$ cat src/rtl/sample_mem_arbiter.sv
// sample_mem_arbiter: round-robin arbiter between the sampler (write) and the
//   UART dump (read) in front of a single-command SDRAM controller port.
// Latency: ack is combinational in the grant cycle; the command is presented
//   the next cycle. rd_valid is registered one cycle after data or timeout.
// Backpressure: no grant while mem_ready=0. The command is held until
//   mem_ready is seen low. Only one command is ever in flight.
// Ports: clk100/rst_p (async, active-high); wr_req/wr_addr/wr_data/wr_ack;
//   rd_req/rd_addr/rd_ack/rd_data/rd_valid; mem_* controller command and
//   return path; busy (not IDLE); rd_err (sticky read timeout).
module sample_mem_arbiter #(
  parameter int RD_TIMEOUT = 1023
) (
  input  logic        clk100,
  input  logic        rst_p,
  input  logic        wr_req,
  input  logic [22:0] wr_addr,
  input  logic [31:0] wr_data,
  output logic        wr_ack,
  input  logic        rd_req,
  input  logic [22:0] rd_addr,
  output logic        rd_ack,
  output logic [31:0] rd_data,
  output logic        rd_valid,
  input  logic        mem_ready,
  output logic        mem_enable,
  output logic        mem_wr,
  output logic [22:0] mem_addr,
  output logic [31:0] mem_data_in,
  input  logic [31:0] mem_data_out,
  input  logic        mem_data_valid,
  output logic        busy,
  output logic        rd_err
);

  localparam int CNT_W = $clog2(RD_TIMEOUT + 1);
  localparam logic [CNT_W-1:0] CNT_LAST = CNT_W'(RD_TIMEOUT - 1);

  typedef enum logic [1:0] {IDLE, ISSUE, WR_DONE, RD_WAIT} state_t;

  state_t           r_state;
  state_t           w_next;
  logic             r_last_wr;   // 1 = previous grant went to the writer
  logic             r_is_wr;     // direction of the command in flight
  logic [CNT_W-1:0] r_cnt;
  logic [22:0]      r_addr;
  logic [31:0]      r_wdata;
  logic [31:0]      r_rd_data;
  logic             r_rd_valid;
  logic             r_rd_err;
  logic             w_grant_wr;
  logic             w_grant_rd;
  logic             w_timeout;

  always_comb begin
    w_next     = r_state;
    w_grant_wr = 1'b0;
    w_grant_rd = 1'b0;
    w_timeout  = 1'b0;
    case (r_state)
      IDLE: begin
        if (mem_ready) begin
          // Writer wins unless the reader is also waiting and the writer
          // had the last grant.
          if (wr_req && (!rd_req || !r_last_wr)) begin
            w_grant_wr = 1'b1;
          end else if (rd_req) begin
            w_grant_rd = 1'b1;
          end
          if (w_grant_wr || w_grant_rd) begin
            w_next = ISSUE;
          end
        end
      end
      ISSUE: begin
        // Controller signals acceptance by dropping mem_ready.
        if (!mem_ready) begin
          w_next = r_is_wr ? WR_DONE : RD_WAIT;
        end
      end
      WR_DONE: begin
        if (mem_ready) begin
          w_next = IDLE;
        end
      end
      RD_WAIT: begin
        // Real data takes priority over a timeout landing in the same cycle.
        if (mem_data_valid) begin
          w_next = IDLE;
        end else if (r_cnt == CNT_LAST) begin
          w_timeout = 1'b1;
          w_next    = IDLE;
        end
      end
      default: w_next = IDLE;
    endcase
  end

  always_ff @(posedge clk100 or posedge rst_p) begin
    if (rst_p) begin
      r_state    <= IDLE;
      r_last_wr  <= 1'b0;
      r_is_wr    <= 1'b0;
      r_cnt      <= '0;
      r_addr     <= '0;
      r_wdata    <= '0;
      r_rd_data  <= '0;
      r_rd_valid <= 1'b0;
      r_rd_err   <= 1'b0;
    end else begin
      r_state    <= w_next;
      r_rd_valid <= 1'b0;
      if (w_grant_wr) begin
        r_last_wr <= 1'b1;
        r_is_wr   <= 1'b1;
        r_addr    <= wr_addr;
        r_wdata   <= wr_data;
      end else if (w_grant_rd) begin
        r_last_wr <= 1'b0;
        r_is_wr   <= 1'b0;
        r_addr    <= rd_addr;
      end
      // Held at zero outside RD_WAIT, so it is zero on the first wait cycle.
      if (r_state == RD_WAIT) begin
        r_cnt <= r_cnt + CNT_W'(1);
      end else begin
        r_cnt <= '0;
      end
      if (r_state == RD_WAIT) begin
        if (mem_data_valid) begin
          r_rd_data  <= mem_data_out;
          r_rd_valid <= 1'b1;
        end else if (w_timeout) begin
          r_rd_data  <= 32'hFFFF_FFFF;
          r_rd_valid <= 1'b1;
          r_rd_err   <= 1'b1;
        end
      end
    end
  end

  // Acks are combinational; masked during reset so outputs stay low.
  assign wr_ack      = w_grant_wr & ~rst_p;
  assign rd_ack      = w_grant_rd & ~rst_p;
  assign mem_enable  = (r_state == ISSUE);
  assign mem_wr      = (r_state == ISSUE) & r_is_wr;
  assign mem_addr    = r_addr;
  assign mem_data_in = r_wdata;
  assign rd_data     = r_rd_data;
  assign rd_valid    = r_rd_valid;
  assign busy        = (r_state != IDLE);
  assign rd_err      = r_rd_err;

endmodule

$ cat config.mk
export PLATFORM = sky130hd
export DESIGN_NAME = sample_mem_arbiter
export DESIGN_NICKNAME = d
export VERILOG_FILES = /design/src/rtl/sample_mem_arbiter.sv
export SDC_FILE = /design/constraint.sdc
export NUM_CORES = 1
export LEC_CHECK = 0
export ABC_AREA = 0
export BUFFER_PORTS_ARGS = -buffer_cell sky130_fd_sc_hd__buf_4
export CAP_MARGIN = 20
export CORE_MARGIN = 2
export CORE_UTILIZATION = 40
export DETAILED_ROUTE_END_ITERATION = 8
export PLACE_DENSITY = 0.71
export SYNTH_ARGS = -nofsm -noshare
export SYNTH_HDL_FRONTEND = slang
export SYNTH_SLANG_ARGS = --single-unit
$ cat constraint.sdc
create_clock -name clk100 -period 4.9 [get_ports clk100]
set_input_delay 0.98 -clock clk100 [delete_from_list [all_inputs] [get_ports clk100]]
set_output_delay 0.98 -clock clk100 [all_outputs]
set_load 0.05 [all_outputs]
==> results.cfg <==
[worst_hold_path]
hp-class = register to register
worstHoldStart = rd_err
hold_path_end = rd_err
hold_depth = 1

[grt]
grt_first_pass_wirelength_um = 18500
top_usage_layer = met2
antenna_found_initial = 0
grt_use_met3_pct = 5.92
overflow = 0
grt_use_met2_pct = 33.5
grt_pass1_vias = 3667
use_met1_pct = 25.0
grt_max_degree = 59
grt_usage_pct = 20.2

[timing]
setup_violations = 0
rsz0062_at_grt = no
period_share_pct = 68.1
tightest_slew_ns = 0.852
finClkSkew_ns = 0.00947
fin_ws_ns = 1.56
hold_viol_final = 0
fin_tns_setup_ns = 0
hold_ws_ns = 0.484
maxSlewViolCount = 0
finalCriticalPeriod_ns = 3.34
relSlewSlack_pct = 43.2
fmax_mhz = 300

[setup_path]
path_class = primary input to output port
crit_path_start_kind = primary input
cpPeakStageDelay_ns = 0.71
r2r-end = mem_data_in[11]
arrival_ns = 2.36
endpoint_kind = output port
worstPathRequired_ns = 3.92
ff2ff_setup_slack_ns = 2.15
reg2regPathDepth = 4
worstReg2RegStart = r_state[0]
crit_slowest_cell = nor3b_4
cp_max_fo = 26
cp_cell_sequence = buf_4, nor3b_4, nand2_1, nor2_1, buf_4
crit_top_cell = buf_4

[synthesis]
ys_seq_elements = 102
synth_flop_cell = dfrtp_1
synth.top_cell.area_share_pct = 57.9
synth.distinct_cells = 40
yosys-top-cells-area = dfrtp_1, mux2_2, o22ai_1, a21oi_1, a21boi_0
synth_top_area_cell = dfrtp_1
yosysWarnings = 0
synth_cells = 366
avgSynthCellArea_um2 = 12.0
syn_area_mm2 = 0.00441
synthesis.nets = 484
synth_edf_count = 0
async_flop_share_pct = 100
ys_seq_area_share_pct = 57.9

[floorplanning]
chipHeight_um = 109
std_cell_rows = 38
core_area_mm2 = 0.0108
die_x_um = 109
start_util_pct = 40.8
die_area_mm2 = 0.0119
pin_count = 210

[clocking]
cts-root-buf = clkbuf_8
htreeDepth = 3
cts_hold_buf = 0
cts_tree = done
cts_buffers = 9
clock_latency_ns = 0.37
ctsResizeCount = 0
cts.sinks = 102
post_cts_buffers = 0
cts_buffer_depth = 2
cts.clk_slew.worst_paths_ns = 0.09

[routing]
vias = 3671
viasPerCell = 5.13
drt-total-wl_um = 12100
drtIter0Drc = 285
drtAntennaViolNets = 0
routedWlPerCell_um = 16.8
firstDrtPassIters = 4
drcViolationCount = 0

[power_and_ir_drop]
p_leak_nw = 3.03
p_per_area_mw_per_mm2 = 726
ir_drop_mv = 0.402

[run]
cap_violations = 0

[placed_design]
port_buffers = 209
routabilityCongestion = 0.761
dp_cells = 700
dp_hpwl_um = 8790
dp_slack_ns = 1.57

[cells_and_area]
areaGrowthSynthToFinish_pct = 43.6
multi_input_area_mm2 = 0.00156
final_cells = 716
post_route_cells_drive_above_1_share_pct = 49.3
insertedDiodeCount = 0
fillCellCount = 942
nets = 689
final_util_pct = 58.6
register_area_mm2 = 0.00255

[status]
status = completed
[power by group]
part | switching, mW | total [mW] | internal, mW
sequential | 0.224 | 1.40 | 1.17
combinational | 1.69 | 2.56 | 0.862
clock | 0.288 | 0.640 | 0.352
[cell usage after synthesis (3+ instances only)]
master / n
buf_6: 8
a21boi_0: 22
buf_2: 6
clkbuf_1: 8
a221o_1: 9
a21oi_1: 37
dfrtp_1: 102
nand3_1: 4
o22ai_1: 33
mux2i_1: 3
inv_1: 38
and2_1: 4
nor2_1: 8
or3_1: 3
mux2_2: 30
nand2_1: 7
a221o_2: 14
[sequential cells by signal, indices dropped and copies added, names as in the netlist]
name / count
mem_addr: 23
rd_err: 1
mem_data_in: 32
rd_valid: 1
r_is_wr: 1
r_state: 2
r_cnt: 10
rd_data: 32
[how the worst max path moves through the flow]
stage,endpoint,slack (ns),cells after the start,start
2_1_floorplan,rd_ack,0.17,2,rst_p
3_5_place_dp,mem_data_in[15],1.57,5,mem_ready
4_1_cts,wr_ack,1.58,5,mem_ready
5_1_grt,wr_ack,1.42,5,mem_ready
6_report,wr_ack,1.56,5,mem_ready
3_3_place_gp,wr_ack,1.62,5,mem_ready
[logic make-up (layout without fill, tap and decap cells)]
| kind of cell | after synthesis | count (layout) | synth area share (%) |
|---|---|---|---|
| multiplexers | 35 | 35 | 8.86 |
| XOR/XNOR | 3 | 3 | 0.596 |
| flip-flops | 102 | 102 | 57.9 |
| AO/OA/AOI/OAI | 125 | 125 | 20.3 |
| buffers and inverters | 61 | 271 | 6.81 |
| AND/OR/NAND/NOR | 38 | 38 | 4.91 |
| adder cells (fa/ha/maj) | 2 | 2 | 0.568 |
[through the flow]
| step | total power, mW | instance area [um^2] |
|---|---|---|
| detailed placement | 3.99 | 6080 |
| floorplan | 3.19 | 4410 |
| CTS | 4.63 | 6330 |
| finish | 4.60 | 6330 |
| global placement | 3.93 | 6060 |
| global route | 4.82 | 6330 |
[cell type report]
type	count	area share, %
clock buffers	10	2.17
clock inverters	6	1.72
inverters	38	2.29
multi-input cells	203	24.7
flip-flops and latches	102	40.3
well taps	140	2.77
repair buffers	217	26.1
[layer usage]
layer	routed length [um]	up-vias
met5	0	-
met4	231	0
met3	1010	17
met2	5830	151
met1	4980	1770
li1	-	1733
[layout by cell type, fill, tap and decap left out, types with 2 or more instances in the layout]
master     count
o21ai_0        2
clkbuf_8      10
nand2_1        7
buf_4        216
a21oi_1       37
nor2_1         8
or3_1          3
o22ai_1       33
xnor2_1        2
inv_1         37
dfrtp_1      102
and2_1         3
mux2_2        30
clkinv_2       2
ha_1           2
nand2b_1       2
a21boi_0      22
nand3_1        4
and4_1         2
a221o_1        9
bufinv_16      3
mux2i_1        3
mux2_1         2
a221o_2       14
[critical path: cells and delay by family]
family,cells,cell delay (ns)
buffers and inverters,2,0.32
and+or+nand+nor,3,1.06
(Power assumes the default switching activity.)
